==> src/rtl/uart_pkg.sv <==
// Shared types and constants for the UART receive path.
package uart_pkg;

  typedef enum logic [2:0] {
    IDLE,
    START,
    DATA,
    PARITY,
    STOP,
    WAIT_IDLE
  } uart_rx_state_t;

  localparam int UART_DATA_BITS     = 8;
  localparam int UART_TICKS_DEFAULT = 87;

endpackage

==> src/rtl/uart_rx_stream_if.sv <==
// Valid/ready byte stream between the UART receiver (master) and its consumer (slave).
interface uart_rx_stream_if;
  import uart_pkg::*;

  logic [UART_DATA_BITS-1:0] data_out;
  logic                      valid;
  logic                      ready;

  modport master (output data_out, output valid, input ready);
  modport slave  (input data_out, input valid, output ready);

endinterface

==> src/rtl/uart_rx_sync.sv <==
// Multi-flop synchronizer for the asynchronous rx line; resets to the idle (high) level.
module uart_rx_sync #(
  parameter int SYNC_STAGES = 2
) (
  input  logic clk,
  input  logic reset,
  input  logic rx,
  output logic rxs
);

  logic [SYNC_STAGES-1:0] sync_q;

  always_ff @(posedge clk) begin
    if (!reset) sync_q <= '1;
    else        sync_q <= {sync_q[SYNC_STAGES-2:0], rx};
  end

  assign rxs = sync_q[SYNC_STAGES-1];

endmodule

==> src/rtl/uart_rx_stream.sv <==
// 8N1 UART receiver with mid-bit sampling and a one-entry valid/ready holding register.
// Define UART_RX_PARITY_EN to add an even-parity bit and the parity_err output.
module uart_rx_stream
  import uart_pkg::*;
#(
  parameter int TICKS_PER_BIT = UART_TICKS_DEFAULT,
  parameter int SYNC_STAGES   = 2
) (
  input  logic              clk,
  input  logic              reset,
  input  logic              rx,
  uart_rx_stream_if.master  stream,
  output logic              busy,
  output logic              frame_err,
`ifdef UART_RX_PARITY_EN
  output logic              parity_err,
`endif
  output logic              overrun
);

  localparam int TW = $clog2(TICKS_PER_BIT);
  localparam int BW = $clog2(UART_DATA_BITS);
  localparam logic [TW-1:0] TICK_HALF = TW'(TICKS_PER_BIT / 2 - 1);
  localparam logic [TW-1:0] TICK_LAST = TW'(TICKS_PER_BIT - 1);
  localparam logic [TW-1:0] TICK_ONE  = TW'(1);
  localparam logic [BW-1:0] BIT_LAST  = BW'(UART_DATA_BITS - 1);
  localparam logic [BW-1:0] BIT_ONE   = BW'(1);

  logic                      rxs;
  uart_rx_state_t            state, state_nxt;
  logic [TW-1:0]             tick_cnt, tick_nxt;
  logic [BW-1:0]             bit_idx, bit_nxt;
  logic [UART_DATA_BITS-1:0] shift_reg, shift_nxt;
  logic                      byte_done;
  logic                      ferr_nxt;
`ifdef UART_RX_PARITY_EN
  logic                      par_bad, par_bad_nxt;
  logic                      perr_nxt;
`endif

  uart_rx_sync #(.SYNC_STAGES(SYNC_STAGES)) u_sync (
    .clk   (clk),
    .reset (reset),
    .rx    (rx),
    .rxs   (rxs)
  );

  always_comb begin
    state_nxt = state;
    tick_nxt  = tick_cnt;
    bit_nxt   = bit_idx;
    shift_nxt = shift_reg;
    byte_done = 1'b0;
    ferr_nxt  = 1'b0;
`ifdef UART_RX_PARITY_EN
    par_bad_nxt = par_bad;
    perr_nxt    = 1'b0;
`endif
    case (state)
      IDLE: begin
`ifdef UART_RX_PARITY_EN
        par_bad_nxt = 1'b0;
`endif
        if (!rxs) begin
          state_nxt = START;
          tick_nxt  = '0;
        end
      end
      // Start bit is re-checked mid-bit so short low glitches are ignored.
      START: begin
        if (tick_cnt == TICK_HALF) begin
          tick_nxt  = '0;
          bit_nxt   = '0;
          state_nxt = rxs ? IDLE : DATA;
        end else begin
          tick_nxt = tick_cnt + TICK_ONE;
        end
      end
      DATA: begin
        if (tick_cnt == TICK_LAST) begin
          tick_nxt  = '0;
          shift_nxt = {rxs, shift_reg[UART_DATA_BITS-1:1]};
          bit_nxt   = bit_idx + BIT_ONE;
          if (bit_idx == BIT_LAST) begin
`ifdef UART_RX_PARITY_EN
            state_nxt = PARITY;
`else
            state_nxt = STOP;
`endif
          end
        end else begin
          tick_nxt = tick_cnt + TICK_ONE;
        end
      end
`ifdef UART_RX_PARITY_EN
      PARITY: begin
        if (tick_cnt == TICK_LAST) begin
          tick_nxt  = '0;
          state_nxt = STOP;
          if (^{shift_reg, rxs}) begin
            perr_nxt    = 1'b1;
            par_bad_nxt = 1'b1;
          end
        end else begin
          tick_nxt = tick_cnt + TICK_ONE;
        end
      end
`endif
      STOP: begin
        if (tick_cnt == TICK_LAST) begin
          tick_nxt = '0;
          if (rxs) begin
            state_nxt = IDLE;
`ifdef UART_RX_PARITY_EN
            byte_done = !par_bad;
`else
            byte_done = 1'b1;
`endif
          end else begin
            ferr_nxt  = 1'b1;
            state_nxt = WAIT_IDLE;
          end
        end else begin
          tick_nxt = tick_cnt + TICK_ONE;
        end
      end
      WAIT_IDLE: begin
        if (rxs) state_nxt = IDLE;
      end
      default: state_nxt = IDLE;
    endcase
  end

  always_ff @(posedge clk) begin
    if (!reset) begin
      state           <= IDLE;
      tick_cnt        <= '0;
      bit_idx         <= '0;
      stream.data_out <= '0;
      stream.valid    <= 1'b0;
      frame_err       <= 1'b0;
      overrun         <= 1'b0;
`ifdef UART_RX_PARITY_EN
      par_bad         <= 1'b0;
      parity_err      <= 1'b0;
`endif
    end else begin
      state     <= state_nxt;
      tick_cnt  <= tick_nxt;
      bit_idx   <= bit_nxt;
      frame_err <= ferr_nxt;
      overrun   <= byte_done && stream.valid && !stream.ready;
`ifdef UART_RX_PARITY_EN
      par_bad    <= par_bad_nxt;
      parity_err <= perr_nxt;
`endif
      // A completed byte may load in the same cycle the old one is consumed.
      if (byte_done && (!stream.valid || stream.ready)) begin
        stream.data_out <= shift_reg;
        stream.valid    <= 1'b1;
      end else if (stream.valid && stream.ready) begin
        stream.valid <= 1'b0;
      end
    end
  end

  always_ff @(posedge clk) begin
    shift_reg <= shift_nxt;
  end

  assign busy = (state != IDLE);

endmodule

==> src/flat_wrapper.sv <==
// flat-port wrapper written by rule: the top's interface ports become plain ports
module uart_rx_stream_flat import uart_pkg::*;
#(
  parameter int TICKS_PER_BIT = UART_TICKS_DEFAULT,
  parameter int SYNC_STAGES   = 2
)
  (clk, reset, rx, busy, frame_err, overrun, stream_data_out, stream_valid, stream_ready);
  uart_rx_stream_if stream_i ();
  input  logic clk;
  input  logic reset;
  input  logic rx;
  output logic busy;
  output logic frame_err;
  output logic overrun;
  output wire logic [$bits(stream_i.data_out)-1:0] stream_data_out;
  output wire logic [$bits(stream_i.valid)-1:0] stream_valid;
  input wire logic [$bits(stream_i.ready)-1:0] stream_ready;
  assign stream_data_out = stream_i.data_out;
  assign stream_valid = stream_i.valid;
  assign stream_i.ready = stream_ready;
  uart_rx_stream #(.TICKS_PER_BIT(TICKS_PER_BIT), .SYNC_STAGES(SYNC_STAGES)) u_core (.clk(clk), .reset(reset), .rx(rx), .stream(stream_i), .busy(busy), .frame_err(frame_err), .overrun(overrun));
endmodule
==> config.mk <==
export PLATFORM = sky130hd
export DESIGN_NAME = uart_rx_stream_flat
export DESIGN_NICKNAME = d
export VERILOG_FILES = /design/src/rtl/uart_pkg.sv /design/src/rtl/uart_rx_stream_if.sv /design/src/rtl/uart_rx_sync.sv /design/src/rtl/uart_rx_stream.sv /design/src/flat_wrapper.sv
export SDC_FILE = /design/constraint.sdc
export NUM_CORES = 1
export LEC_CHECK = 0
export CORE_ASPECT_RATIO = 1.2
export CORE_UTILIZATION = 41
export CTS_CLUSTER_SIZE = 25
export DETAILED_ROUTE_END_ITERATION = 6
export DONT_BUFFER_PORTS = 1
export GPL_TIMING_DRIVEN = 1
export PLACE_DENSITY = 0.61
export SLEW_MARGIN = 20
export SYNTH_ARGS = -nofsm -noshare
export SYNTH_HDL_FRONTEND = slang
export SYNTH_HIERARCHICAL = 1
export SYNTH_SLANG_ARGS = --single-unit
==> constraint.sdc <==
create_clock -name clk -period 3.3 [get_ports clk]
set_clock_uncertainty 0.1 [all_clocks]
set_input_delay 0.66 -clock clk [delete_from_list [all_inputs] [get_ports clk]]
set_output_delay 0.66 -clock clk [all_outputs]
set_load 0.1 [all_outputs]
==> impl_results.md <==
* Cell Count Post-Placement at between 150 and 200
* Post-CTS Hold Fix Bufs at 0
* Average size of a mapped cell at approximately 9.8 um^2
* Main synth FF type: dfxtp_1
* Yosys Warn Count at 6
* CTS tree: done
* Vias in the first global route at ~1000
* Static Leak at between 0.5 and 0.6 nW
* Htree depth at 2
* Area Growth Syn to Fin at 6.732%
* Largest cells by area after synthesis: dfxtp_1, edfxtp_1, nand3_1
* Die Span Y at 68.79 um
* DR DRC count at 2
* MaxCap Viol Count at 0
* Worst R2R Start: u_core/tick_cnt[0]$_SDFFE_PN0P_
* Reg clk slew, reported paths at 0.06 ns
* Fmax at about 450 MHz
* Die X-Extent at slightly below 60 um
* Share of layout cells above drive strength 1 at a little under a tenth
* Pre-Repair DR Iteration Count at 6
* Synthesized flop and latch total at 34
* Reg2Reg Depth at 5
* Clock insertion delay at the later pin of the skew report at between 0.2 and 0.3 ns
* Total GRT Usage at 16.94%
* Global-route wire length before repair at between 4 and 5 mm
* Postcts setup bufs at 0
* Fillers at 330
* Hold Path Class: flop to flop
* Diode count at 0
* Dpl hpwl at roughly 2.1 mm
* WL per Instance at about 14 um
* Worst Setup Start Kind: flop
* First DRT Iteration DRCs at between 50 and 60
* Slowest stage delay, CP at 0.61 ns
* Io pins at 16
* Rows at 23
* Cells after synthesis at ~160
* Failing checks: design-rule violations
* TNS Setup at 0 ns
* Syn Nets at ~160
* Worst Setup EP: busy
* Synth area leader: dfxtp_1
* Largest net degree at the start of global routing at 18
* Worst hold start: u_core/u_sync/sync_q[0]$_SDFF_PN1_
* Crit Reg-Reg Endpoint: u_core/shift_reg[5]$_DFFE_PP_
* Worst Path Class, Setup: flop to output port
* Drt total wl at ~2.8 mm
* Antenna viol nets, final at 0
* Post-CTS sizing at 0
* Root buffer cell: clkbuf_8
* Final cell count without fillers at 196
* Status: finished with violations
* Register area at about 760 um^2
* Total global routing overflow at 0
* Share of the synthesized area in the top cell type at between 30% and 40%
* R2R Setup Slk at about 1.4 ns
* Core box area at 0.003453 mm^2
* EDFF count, synth at 8
* GP Congestion at about 0.84
* CTS buffer count at 5
* Finish-stage setup viols at 0
* Hold Fails Final Rpt at 0
* Post-DR vias/cell at around 5.7
* Worst Max-Slew Pin Slew at between 0.9 and 1 ns
* CTS sink count at 34
* Slowest cell on crit path: dfxtp_1
* Headroom to the max-slew limit at 35.55%
* Critical-path maximum fanout at 12
* Multi-input logic area at around 700 um^2
* RSZ-0062 raised after global routing: no
* Minimum clock period at between 2 and 2.5 ns
* Power Density at between 400 and 500 mW/mm^2
* WP data arrival at around 1.5 ns
* CP cell instances: inv_1 -> nand2_1 -> buf_4
* Number of port buffers at 0
* Sequential fraction of the synthesis area at 49.92%
* Vias at roughly 1100
* Critical Path Source: u_core/state[2]$_SDFFE_PN0P_
* VDD IR max at 0.2186 mV
* Initial core utilization at between 40 and 50%
* Synth async-reset ratio at 0%
* Synthesized cell area at between 0.0015 and 0.002 mm^2
* Nets at between 150 and 200
* CTS Buffer Depth at 2
* Initial antenna violation count at 0
* Post-synthesis cell type count at just over 40
* Die area at a little under 0.004 mm^2
* Period utilisation layout at between 60% and 70%
* Pins over their slew limit at 0
* Worst Path Required at about 2.5 ns
* Crit path capture type: output port
[power by group]
group | switching (W) | internal [W]
clock | 0.000140 | 0.000145
sequential | 0.00000432 | 0.000427
combinational | 0.0000194 | 0.0000108
total | 0.000164 | 0.000583
[critical path, delay by kind of cell, from the launching register on]
kind                   cells  cell delay [ns]
buffers and inverters      2             0.49
DFF                        1             0.61
and+or+nand+nor            1             0.11
[stage by stage]
stage               hold slack [ns]  total power, W  util, %  worst slack, ns  cell area [um^2]
floorplan                    0.2863       0.0004664        -            1.234              1524
global placement             0.2950       0.0004706    44.75            1.394              1545
detailed placement           0.3077       0.0004709    44.75            1.373              1545
CTS                          0.3243       0.0007577    47.10            1.060              1627
global route                 0.3279       0.0007785    47.10           0.8934              1627
finish                       0.3180       0.0007465    47.10            1.060              1627
[cell type report]
cell class	instances	area share, %
Sequential cell	34	46.77
Multi-Input combinational cell	110	43.31
Clock buffer	6	4.462
Tap cell	37	2.846
Inverter	5	1.154
Timing Repair Buffer	2	0.9231
Clock inverter	2	0.5385
[cells by family (layout without fill, tap and decap cells)]
| kind of cell | count (synthesis) | in the layout | share of synthesized area [%] |
|---|---|---|---|
| compound gates | 41 | 41 | 17.41 |
| xor+xnor | 6 | 6 | 3.448 |
| fa+ha+maj | 5 | 5 | 4.023 |
| buf+inv | 12 | 15 | 3.858 |
| flops | 34 | 34 | 49.92 |
| simple gates | 58 | 58 | 21.35 |
[per-layer routing]
layer  track usage [%]  wire length, um  share of wire, %  vias to the layer above
met2             26.45             1342                48                       30
met4             11.01               74               2.6                        0
met3             5.784              168               6.0                        8
li1                  -                -                 -                      568
met1             19.98             1237                44                      508
met5                 0                0                 0                        -
[worst min path at each step]
stage | endpoint | slack [ns] | depth (start not counted)
4_1_cts | u_core/u_sync/sync_q[1]$_SDFF_PN1_ | 0.32 | 1
5_1_grt | u_core/u_sync/sync_q[1]$_SDFF_PN1_ | 0.33 | 1
6_report | u_core/u_sync/sync_q[1]$_SDFF_PN1_ | 0.32 | 1
3_3_place_gp | u_core/u_sync/sync_q[1]$_SDFF_PN1_ | 0.30 | 1
3_5_place_dp | u_core/u_sync/sync_q[1]$_SDFF_PN1_ | 0.31 | 1
2_1_floorplan | u_core/u_sync/sync_q[1]$_SDFF_PN1_ | 0.29 | 1
[synth_stat cells, types with 2 or more instances]
master	count
o22ai_1	2
o21ai_0	10
and2_1	2
nor2_1	10
inv_1	4
nand2b_1	3
a21o_1	3
nor3_1	3
nand2_1	9
and3_1	3
edfxtp_1	8
nor3b_1	2
buf_2	4
nand3_1	17
a21oi_1	15
xnor2_1	6
ha_1	4
dfxtp_1	26
o21a_1	2
nor4b_2	2
[layout by cell type, fill, tap and decap left out, drive strengths merged, types with 2 or more instances in the layout]
cell type	n
o22ai	2
and3	3
clkbuf	6
o21ai	10
a211oi	2
o21a	2
ha	4
nand3	17
nand2	9
dfxtp	26
nor4b	3
and2	2
edfxtp	8
xnor2	6
inv	4
buf	2
nand2b	3
clkinv	3
nor3b	3
a21o	3
a21oi	15
nor3	3
nor2	10
(Power assumes the default switching activity.)
